==> config.mk <==
export PLATFORM = sky130hd
export DESIGN_NAME = gate_stimulus_driver
export DESIGN_NICKNAME = d
export VERILOG_FILES = /design/src/rtl/gate_drv_pkg.sv /design/src/rtl/settle_counter.sv /design/src/rtl/gate_stimulus_driver.sv
export SDC_FILE = /design/constraint.sdc
export NUM_CORES = 1
export LEC_CHECK = 0
export BUFFER_PORTS_ARGS = -buffer_cell sky130_fd_sc_hd__buf_4
export CORE_ASPECT_RATIO = 1.1
export CORE_UTILIZATION = 35
export CTS_BUF_LIST = sky130_fd_sc_hd__clkbuf_2 sky130_fd_sc_hd__clkbuf_4 sky130_fd_sc_hd__clkbuf_8
export DETAILED_ROUTE_END_ITERATION = 10
export PLACE_DENSITY = 0.6
export SETUP_SLACK_MARGIN = 0.1
export SYNTH_ARGS = -nofsm -noshare
export SYNTH_HDL_FRONTEND = slang
export SYNTH_HIERARCHICAL = 1
export SYNTH_SLANG_ARGS = --single-unit
==> constraint.sdc <==
create_clock -name i_clk -period 6.6 [get_ports i_clk]
set_input_delay 0.99 -clock i_clk [delete_from_list [all_inputs] [get_ports i_clk]]
set_output_delay 0.99 -clock i_clk [all_outputs]
set_load 0.02 [all_outputs]
==> src/rtl/gate_drv_pkg.sv <==
// Shared types and sizes for the gate stimulus driver and its settle timer.
package gate_drv_pkg;

  typedef enum logic [1:0] {
    IDLE   = 2'd0,
    SETTLE = 2'd1,
    SAMPLE = 2'd2,
    DONE   = 2'd3
  } state_e;

  localparam int NUM_COMBOS = 4;
  localparam int IDX_W      = 2;
  localparam int CNT_W      = 8;

endpackage

==> src/rtl/settle_counter.sv <==
// Load/decrement down-counter that times how long each input combination is held.
module settle_counter
  import gate_drv_pkg::*;
(
  input  logic             i_clk,
  input  logic             i_rst_n,
  input  logic             i_load,
  input  logic [CNT_W-1:0] i_load_val,
  input  logic             i_dec,
  output logic             o_zero
);

  logic [CNT_W-1:0] cnt_q, cnt_d;

  always_comb begin
    cnt_d = cnt_q;
    if (i_load) begin
      cnt_d = i_load_val;
    end else if (i_dec && (cnt_q != '0)) begin
      cnt_d = cnt_q - 1'b1;
    end
  end

  always_ff @(posedge i_clk or negedge i_rst_n) begin
    if (!i_rst_n) begin
      cnt_q <= '0;
    end else begin
      cnt_q <= cnt_d;
    end
  end

  assign o_zero = (cnt_q == '0);

endmodule

==> src/rtl/gate_stimulus_driver.sv <==
// Sweeps {a,b} through all four combinations, samples the gate under test and
// compares the captured truth table against EXPECTED.
//
//   state  | meaning
//   IDLE   | outputs parked at 0, waiting for i_start
//   SETTLE | combination idx driven, waiting SETTLE_CYCLES for the gate
//   SAMPLE | one cycle; i_q captured into result[idx] on its closing edge
//   DONE   | final compare registered; o_done pulses on the following cycle
module gate_stimulus_driver
  import gate_drv_pkg::*;
#(
  parameter int unsigned SETTLE_CYCLES = 2,
  parameter logic [3:0]  EXPECTED      = 4'b1010
) (
  input  logic       i_clk,
  input  logic       i_rst_n,
  input  logic       i_start,
  input  logic       i_abort,
  input  logic       i_q,
  output logic       o_a,
  output logic       o_b,
  output logic       o_busy,
  output logic       o_done,
  output logic [3:0] o_result,
  output logic [3:0] o_fail_vec,
  output logic       o_pass
);

  // The counter sits at zero during the last settle cycle, hence the minus one.
  localparam logic [CNT_W-1:0] LOAD_VAL = CNT_W'(SETTLE_CYCLES - 1);
  localparam logic [IDX_W-1:0] LAST_IDX = IDX_W'(NUM_COMBOS - 1);

  state_e           state_q, state_d;
  logic [IDX_W-1:0] idx_q, idx_d;
  logic             a_q, a_d, b_q, b_d;
  logic             busy_q, busy_d, done_q, done_d, pass_q, pass_d;
  logic [3:0]       result_q, result_d, fail_q, fail_d;
  logic             cnt_load, cnt_dec, cnt_zero;

  settle_counter u_settle_counter (
    .i_clk      (i_clk),
    .i_rst_n    (i_rst_n),
    .i_load     (cnt_load),
    .i_load_val (LOAD_VAL),
    .i_dec      (cnt_dec),
    .o_zero     (cnt_zero)
  );

  always_comb begin
    state_d  = state_q;
    idx_d    = idx_q;
    a_d      = a_q;
    b_d      = b_q;
    result_d = result_q;
    fail_d   = fail_q;
    pass_d   = pass_q;
    done_d   = 1'b0;
    cnt_load = 1'b0;
    cnt_dec  = 1'b0;

    if (i_abort) begin
      // Partial result is kept for debug; everything else parks.
      state_d = IDLE;
      idx_d   = '0;
      a_d     = 1'b0;
      b_d     = 1'b0;
    end else begin
      case (state_q)
        IDLE: begin
          if (i_start) begin
            state_d  = SETTLE;
            idx_d    = '0;
            a_d      = 1'b0;
            b_d      = 1'b0;
            cnt_load = 1'b1;
            result_d = '0;
            fail_d   = '0;
            pass_d   = 1'b0;
          end
        end
        SETTLE: begin
          if (cnt_zero) state_d = SAMPLE;
          else          cnt_dec = 1'b1;
        end
        SAMPLE: begin
          result_d[idx_q] = i_q;
          if (idx_q == LAST_IDX) begin
            state_d = DONE;
            a_d     = 1'b0;
            b_d     = 1'b0;
            fail_d  = result_d ^ EXPECTED;
            pass_d  = (fail_d == '0);
          end else begin
            state_d    = SETTLE;
            idx_d      = idx_q + 1'b1;
            {a_d, b_d} = idx_d;
            cnt_load   = 1'b1;
          end
        end
        DONE: begin
          state_d = IDLE;
          done_d  = 1'b1;
        end
        default: state_d = IDLE;
      endcase
    end

    busy_d = (state_d == SETTLE) || (state_d == SAMPLE);
  end

  always_ff @(posedge i_clk or negedge i_rst_n) begin
    if (!i_rst_n) begin
      state_q  <= IDLE;
      idx_q    <= '0;
      a_q      <= 1'b0;
      b_q      <= 1'b0;
      busy_q   <= 1'b0;
      done_q   <= 1'b0;
      result_q <= '0;
      fail_q   <= '0;
      pass_q   <= 1'b0;
    end else begin
      state_q  <= state_d;
      idx_q    <= idx_d;
      a_q      <= a_d;
      b_q      <= b_d;
      busy_q   <= busy_d;
      done_q   <= done_d;
      result_q <= result_d;
      fail_q   <= fail_d;
      pass_q   <= pass_d;
    end
  end

  assign o_a        = a_q;
  assign o_b        = b_q;
  assign o_busy     = busy_q;
  assign o_done     = done_q;
  assign o_result   = result_q;
  assign o_fail_vec = fail_q;
  assign o_pass     = pass_q;

endmodule

# [After elaboration in Yosys (flattened, before gate mapping)]
# Cells that the tools add are included.
[totals] reg_bits=25 input_bits=5 output_inout_bits=13
[classes] n_addsub=2 n_lt_le_gt_ge=2 n_eq_ne=10 muxes=36 bitwise_logic=2 n_reduce_logical=14
[op_table] cell="two-way mux 8 bit" count=2
[op_table] cell="one-hot mux 4 bit (2 select lines)" count=2
[op_table] cell="two-way mux 1 bit" count=15
[op_table] cell="two-way mux 2 bit" count=7
[op_table] cell="== test 2 bit (second input constant)" count=4
[op_table] cell="logical NOT 8 bit" count=1
[op_table] cell="two-way mux 4 bit" count=2
[op_table] cell="one-hot mux 1 bit (2 select lines)" count=4
[op_table] cell="one-hot mux 2 bit (4 select lines)" count=1
[op_table] cell="nonzero test 8 bit" count=1
[op_table] cell="subtractor 8 x 1 -> 8 bit (second input constant)" count=1
[op_table] cell="inequality test 3 bit (second input constant)" count=2
[op_table] cell="AND reduction 3 bit" count=2
[op_table] cell="bitwise mux 4 bit" count=1
[op_table] cell="== test 2 x 1 -> 1 bit (second input constant)" count=2
[op_table] cell="logical NOT 4 bit" count=1
[op_table] cell="inequality test 2 bit (second input constant)" count=2
[op_table] cell="one-hot mux 2 bit (2 select lines)" count=1
[op_table] cell="AND reduction 4 bit" count=1
[op_table] cell="nonzero test 2 bit" count=2
[op_table] cell="< comparator 2 x 3 -> 1 bit (second input constant)" count=1
[op_table] cell="nonzero test 3 bit" count=1
[op_table] cell="adder 2 x 1 -> 2 bit (second input constant)" count=1
[op_table] cell="demux 1 bit (select 2 bit)" count=1
[op_table] cell="other kinds (7)" count=8

# [Logic depth before layout (Yosys ltp)]
[depth] word_depth=9 depth_mapped=9 mapped_depth_nobuf=9

# [By module]
# The synthesis kept the hierarchy.
[modules_own_cells] mod="gate_stimulus_driver" instances=1 cells_per_inst=83 area_each_um2=944.7 seq_area_each_um2=425.4
[modules_own_cells] mod="settle_counter" instances=1 cells_per_inst=58 area_each_um2=528.0 seq_area_each_um2=200.2

# [Worst setup path before layout]
# OpenSTA, ideal clock, no wires.
[synth_timing] kind="in2reg" startpoint="in i_abort" endpoint="reg u_settle_counter.cnt_q[7]" t_arrival_ps=2608 required_time_ps=6474 slack_ps=3866 path_stages=7 n_path_buf=1 path_cell_list="buf_4 -> nor2_1 -> o21a_1 -> a21boi_0 -> clkinv_1 -> o311a_1 -> a221o_1"
[synth_rtl] element="from (decl)" line="gate_stimulus_driver.sv:18" rtl="input logic i_abort,"
[synth_rtl] element="two-way mux 1 bit (*)" line="gate_stimulus_driver.sv:61" rtl="if (i_abort) begin"
[synth_rtl] element="net cnt_load" line="gate_stimulus_driver.sv:38" rtl="logic cnt_load, cnt_dec, cnt_zero;"
[synth_rtl] element="two-way mux 8 bit / nonzero test 2 bit (equally long branches)"
[synth_rtl] element="to (signal assigned)" line="settle_counter.sv:28" rtl="cnt_q <= cnt_d;"
[synth_rtl] element="to (decl)" line="settle_counter.sv:13" rtl="logic [CNT_W-1:0] cnt_q, cnt_d;"
# Mark *: on every way through the listed nets, which the timed path passes. The rest lies on a longest branch.
# A chain may end at the register's enable or synchronous reset.

# [Worst setup path after layout]
[layout_timing] startpoint="reg u_settle_counter.cnt_q[0]" endpoint="reg u_settle_counter.cnt_q[3]"
[layout_via] elab_chain_cells=6
[layout_lines] element="logical NOT 8 bit" line="settle_counter.sv:32" rtl="assign o_zero = (cnt_q == '0);"
[layout_lines] element="net cnt_zero" line="gate_stimulus_driver.sv:38"
[layout_lines] element="two-way mux 1 bit" line="gate_stimulus_driver.sv:82" rtl="if (cnt_zero) state_d = SAMPLE;"
[layout_lines] element="two-way mux 1 bit" line="gate_stimulus_driver.sv:68" rtl="case (state_q)"
[layout_lines] element="two-way mux 1 bit" line="gate_stimulus_driver.sv:61"
[layout_lines] element="net cnt_dec" line="gate_stimulus_driver.sv:38"
[layout_lines] element="logical AND 1 bit" line="settle_counter.sv:19" rtl="end else if (i_dec && (cnt_q != '0)) begin"
[layout_lines] element="nonzero test 2 bit (no line)"
# The timed path passes the listed nets, and every way through them passes these cells. The select of a mux whose other input is x is not followed.

==> run metrics <==
RSZ-0062 raised after global routing no; I/O pins 18; clk slew on worst S/H paths roughly 0.090 ns; Via density between 5 and 6; register area share after synthesis 0.4248; CP delay by family, top simple AND/OR/NAND/NOR gates; initial antenna violation count 0; Worst Max-Slew Pin Slew between 0.6 and 0.7 ns; Final HPWL DP roughly 2300 um; Final Cycle Share 0.3999; Die X between 60 and 70 um; number of global-route vias before repair around 1100; final antenna diode count 0; Nets around 180; skew final between 0.003 and 0.004 ns; critical path launch point type flop; cts repair resizes 0; largest net degree at the start of global routing 26; Die ar. between 4000 and 5000 um^2; HP Class flop to flop; DR pass1 iterations 4; initial core utilization 0.3687; CTS Buf Count 3; Port Buffer Count 17; gr ovfl total 0; Max Freq 378.9 MHz; Crit path buffers/inverters 1; most common flop cell mapped by yosys dfrtp_1; post-route ant nets 0; H-tree lvl count 1; area grow syn2layout 16.31%; Clock Latency Late Sink roughly 0.27 ns; Slew HR 0.5804; synthesis warning total 6; critical path class flop to flop; Die Ht roughly 70 um; number of synthesized flops with an enable pin 0; setup bufs post-CTS 0; max incr delay on CP 0.48 ns; final-report max-slew violation count 0; worst-path fanout max 6; initial DRC count 54; Static Leak slightly below 0.8 nW; Final setup viols 0; critical path required time 6.78 ns; flops & latches, synth 25; FILL cells between 300 and 400; mapped cell area between 1000 and 1500 um^2; via count 1173; first-pass GRT wire length 5271 um; slowest CP cell or3b_1; PwrDens slightly above 200 nW/um^2; CP Capture Type flop; status complete, no violations; CTS tree done; cell row count 24; Setup TNS Final 0 ns; cells after synthesis ~140; asr flop ratio synth 1.000; Core Region approximately 4000 um^2; final WL between 3000 and 4000 um; Remaining DRCs 0; CTS Root Cell clkbuf_8; Final GP Congestion 0.7939; CP cell instances inv_1 -> ha_1 -> or3b_2 -> nor2_1 -> nor2_1 -> and3_1 -> or3b_1 -> or4_1 -> o221ai_1; hold slack a little over 0.5 ns; Total Routing Usage GR 0.1501; worst vdd ir just over 70 uV; most frequent cell on the critical path nor2_1; Critical Path AT approximately 2.8 ns; clock sinks 25; MaxCap Viol Count 0; wire per inst about 15 um; Clock Path Buffers 2; CTS Hold Buffers Added 0; Syn Area/Cell between 10 and 15 um^2; Hold Fails Final Rpt 0; Netlist cell types 50; share of cells above drive strength 1 0.2256; min Tclk post-route ~2.6 ns
==> sequential cells by signal, indices dropped and copies added (netlist names) <==
| signal | count |
|---|---|
| o_pass | 1 |
| state_q | 2 |
| o_result | 4 |
| o_done | 1 |
| u_settle_counter/cnt_q | 8 |
| idx_q | 2 |
| o_b | 1 |
| o_fail_vec | 4 |
| o_a | 1 |
| o_busy | 1 |
==> worst register-to-register path, delay by kind of cell, from the launching register on <==
| kind | cells | cell delay [ns] |
|---|---|---|
| buffers and inverters | 1 | 0.10 |
| and+or+nand+nor | 6 | 1.62 |
| adders and majority gates | 1 | 0.25 |
| DFF | 1 | 0.39 |
| AOI/OAI and AO/OA | 1 | 0.20 |
==> layout make-up <==
cell class | count | area (um^2) | area share
clock buffer | 4 | 48.80 | 0.02849
timing repair buffer | 18 | 135.1 | 0.07889
multi-input combinational | 110 | 812.0 | 0.4741
inverter | 7 | 26.28 | 0.01534
sequential | 25 | 625.6 | 0.3652
tap | 52 | 65.06 | 0.03798
==> stage by stage <==
| stage | power [W] | cells | setup WS [ns] | area, um^2 | util |
|---|---|---|---|---|---|
| 2_1_floorplan | 0.0002371 | 147 | 3.866 | 1495 | - |
| 3_3_place_gp | 0.0002544 | 212 | 3.821 | 1664 | 0.4167 |
| 3_5_place_dp | 0.0002592 | 212 | 3.762 | 1664 | 0.4167 |
| 4_1_cts | 0.0003581 | 216 | 3.966 | 1713 | 0.4289 |
| 5_1_grt | 0.0003743 | 216 | 3.815 | 1713 | 0.4289 |
| 6_report | 0.0003524 | 216 | 3.961 | 1713 | 0.4289 |
==> layer usage <==
metal / share of wire / vias to the layer above / global-route usage
met2: 0.51 / 35 / 0.2565
met1: 0.42 / 568 / 0.1845
met5: 0 / - / 0
met3: 0.038 / 7 / 0.01961
li1: - / 563 / -
met4: 0.024 / 0 / 0.07071
==> synthesized netlist by cell type (2+ instances only) <==
master / number / share of area
dfrtp_1: 25 / 0.42
nor2_1: 15 / 0.038
mux2_2: 8 / 0.061
a22o_1: 7 / 0.042
ha_1: 7 / 0.059
inv_1: 6 / 0.015
a21oi_1: 5 / 0.017
nand2_1: 5 / 0.013
mux2i_1: 4 / 0.027
buf_4: 3 / 0.015
nand3_1: 3 / 0.010
nor3_1: 3 / 0.010
nor3b_1: 3 / 0.015
o31ai_1: 3 / 0.015
or4_1: 3 / 0.015
a221o_1: 2 / 0.014
a31oi_1: 2 / 0.0085
and3_1: 2 / 0.0085
conb_1: 2 / 0.0051
nand4_1: 2 / 0.0085
o21ai_0: 2 / 0.0068
==> kinds of logic after synthesis <==
family | count (synthesis) | synth area share
mux | 12 | 0.08836
simple gates | 49 | 0.1997
fa+ha+maj | 7 | 0.05947
other cells | 2 | 0.005100
compound gates | 34 | 0.1835
buf+inv | 12 | 0.03907
flops | 25 | 0.4248
==> placed cells by master, fill, tap and decap left out, drive strengths merged, types with 2 or more instances in the layout <==
cell and n:
o221ai 2, conb 8, or4 3, a221o 2, o31ai 3, nor3b 4, clkbuf 4, a22o 7
inv 6, buf 18, nand2b 2, nand2 5, ha 7, nor3 4, nand3 3, dfrtp 25
a21oi 5, mux2i 4, mux2 8, a211o 2, o21ai 2, and3 2, nand4 2, or3b 2
nor2 15, a31oi 2
==> report_power, final <==
group	switching [W]	total (W)	internal [W]
combinational	0.0000396	0.0000717	0.0000321
sequential	0.0000189	0.000186	0.000167
clock	0.0000478	0.0000951	0.0000473
==> worst paths after layout <==
kind | from | to | slack (ns) | cells past startpoint
max in group asynchronous | i_rst_n | u_settle_counter/cnt_q[0]$_DFFE_PN0P_ | 5.73 | 1
setup / recovery | u_settle_counter/cnt_q[0]$_DFFE_PN0P_ | u_settle_counter/cnt_q[3]$_DFFE_PN0P_ | 3.96 | 9
min in group asynchronous | i_rst_n | o_done$_DFF_PN0_ | 0.61 | 1
hold / removal | o_b$_DFFE_PN0P_ | o_b$_DFFE_PN0P_ | 0.51 | 1
setup reg to reg | u_settle_counter/cnt_q[0]$_DFFE_PN0P_ | u_settle_counter/cnt_q[3]$_DFFE_PN0P_ | 3.96 | 9
hold reg to reg | o_b$_DFFE_PN0P_ | o_b$_DFFE_PN0P_ | 0.51 | 1
Power figures use the tool's default switching activity.
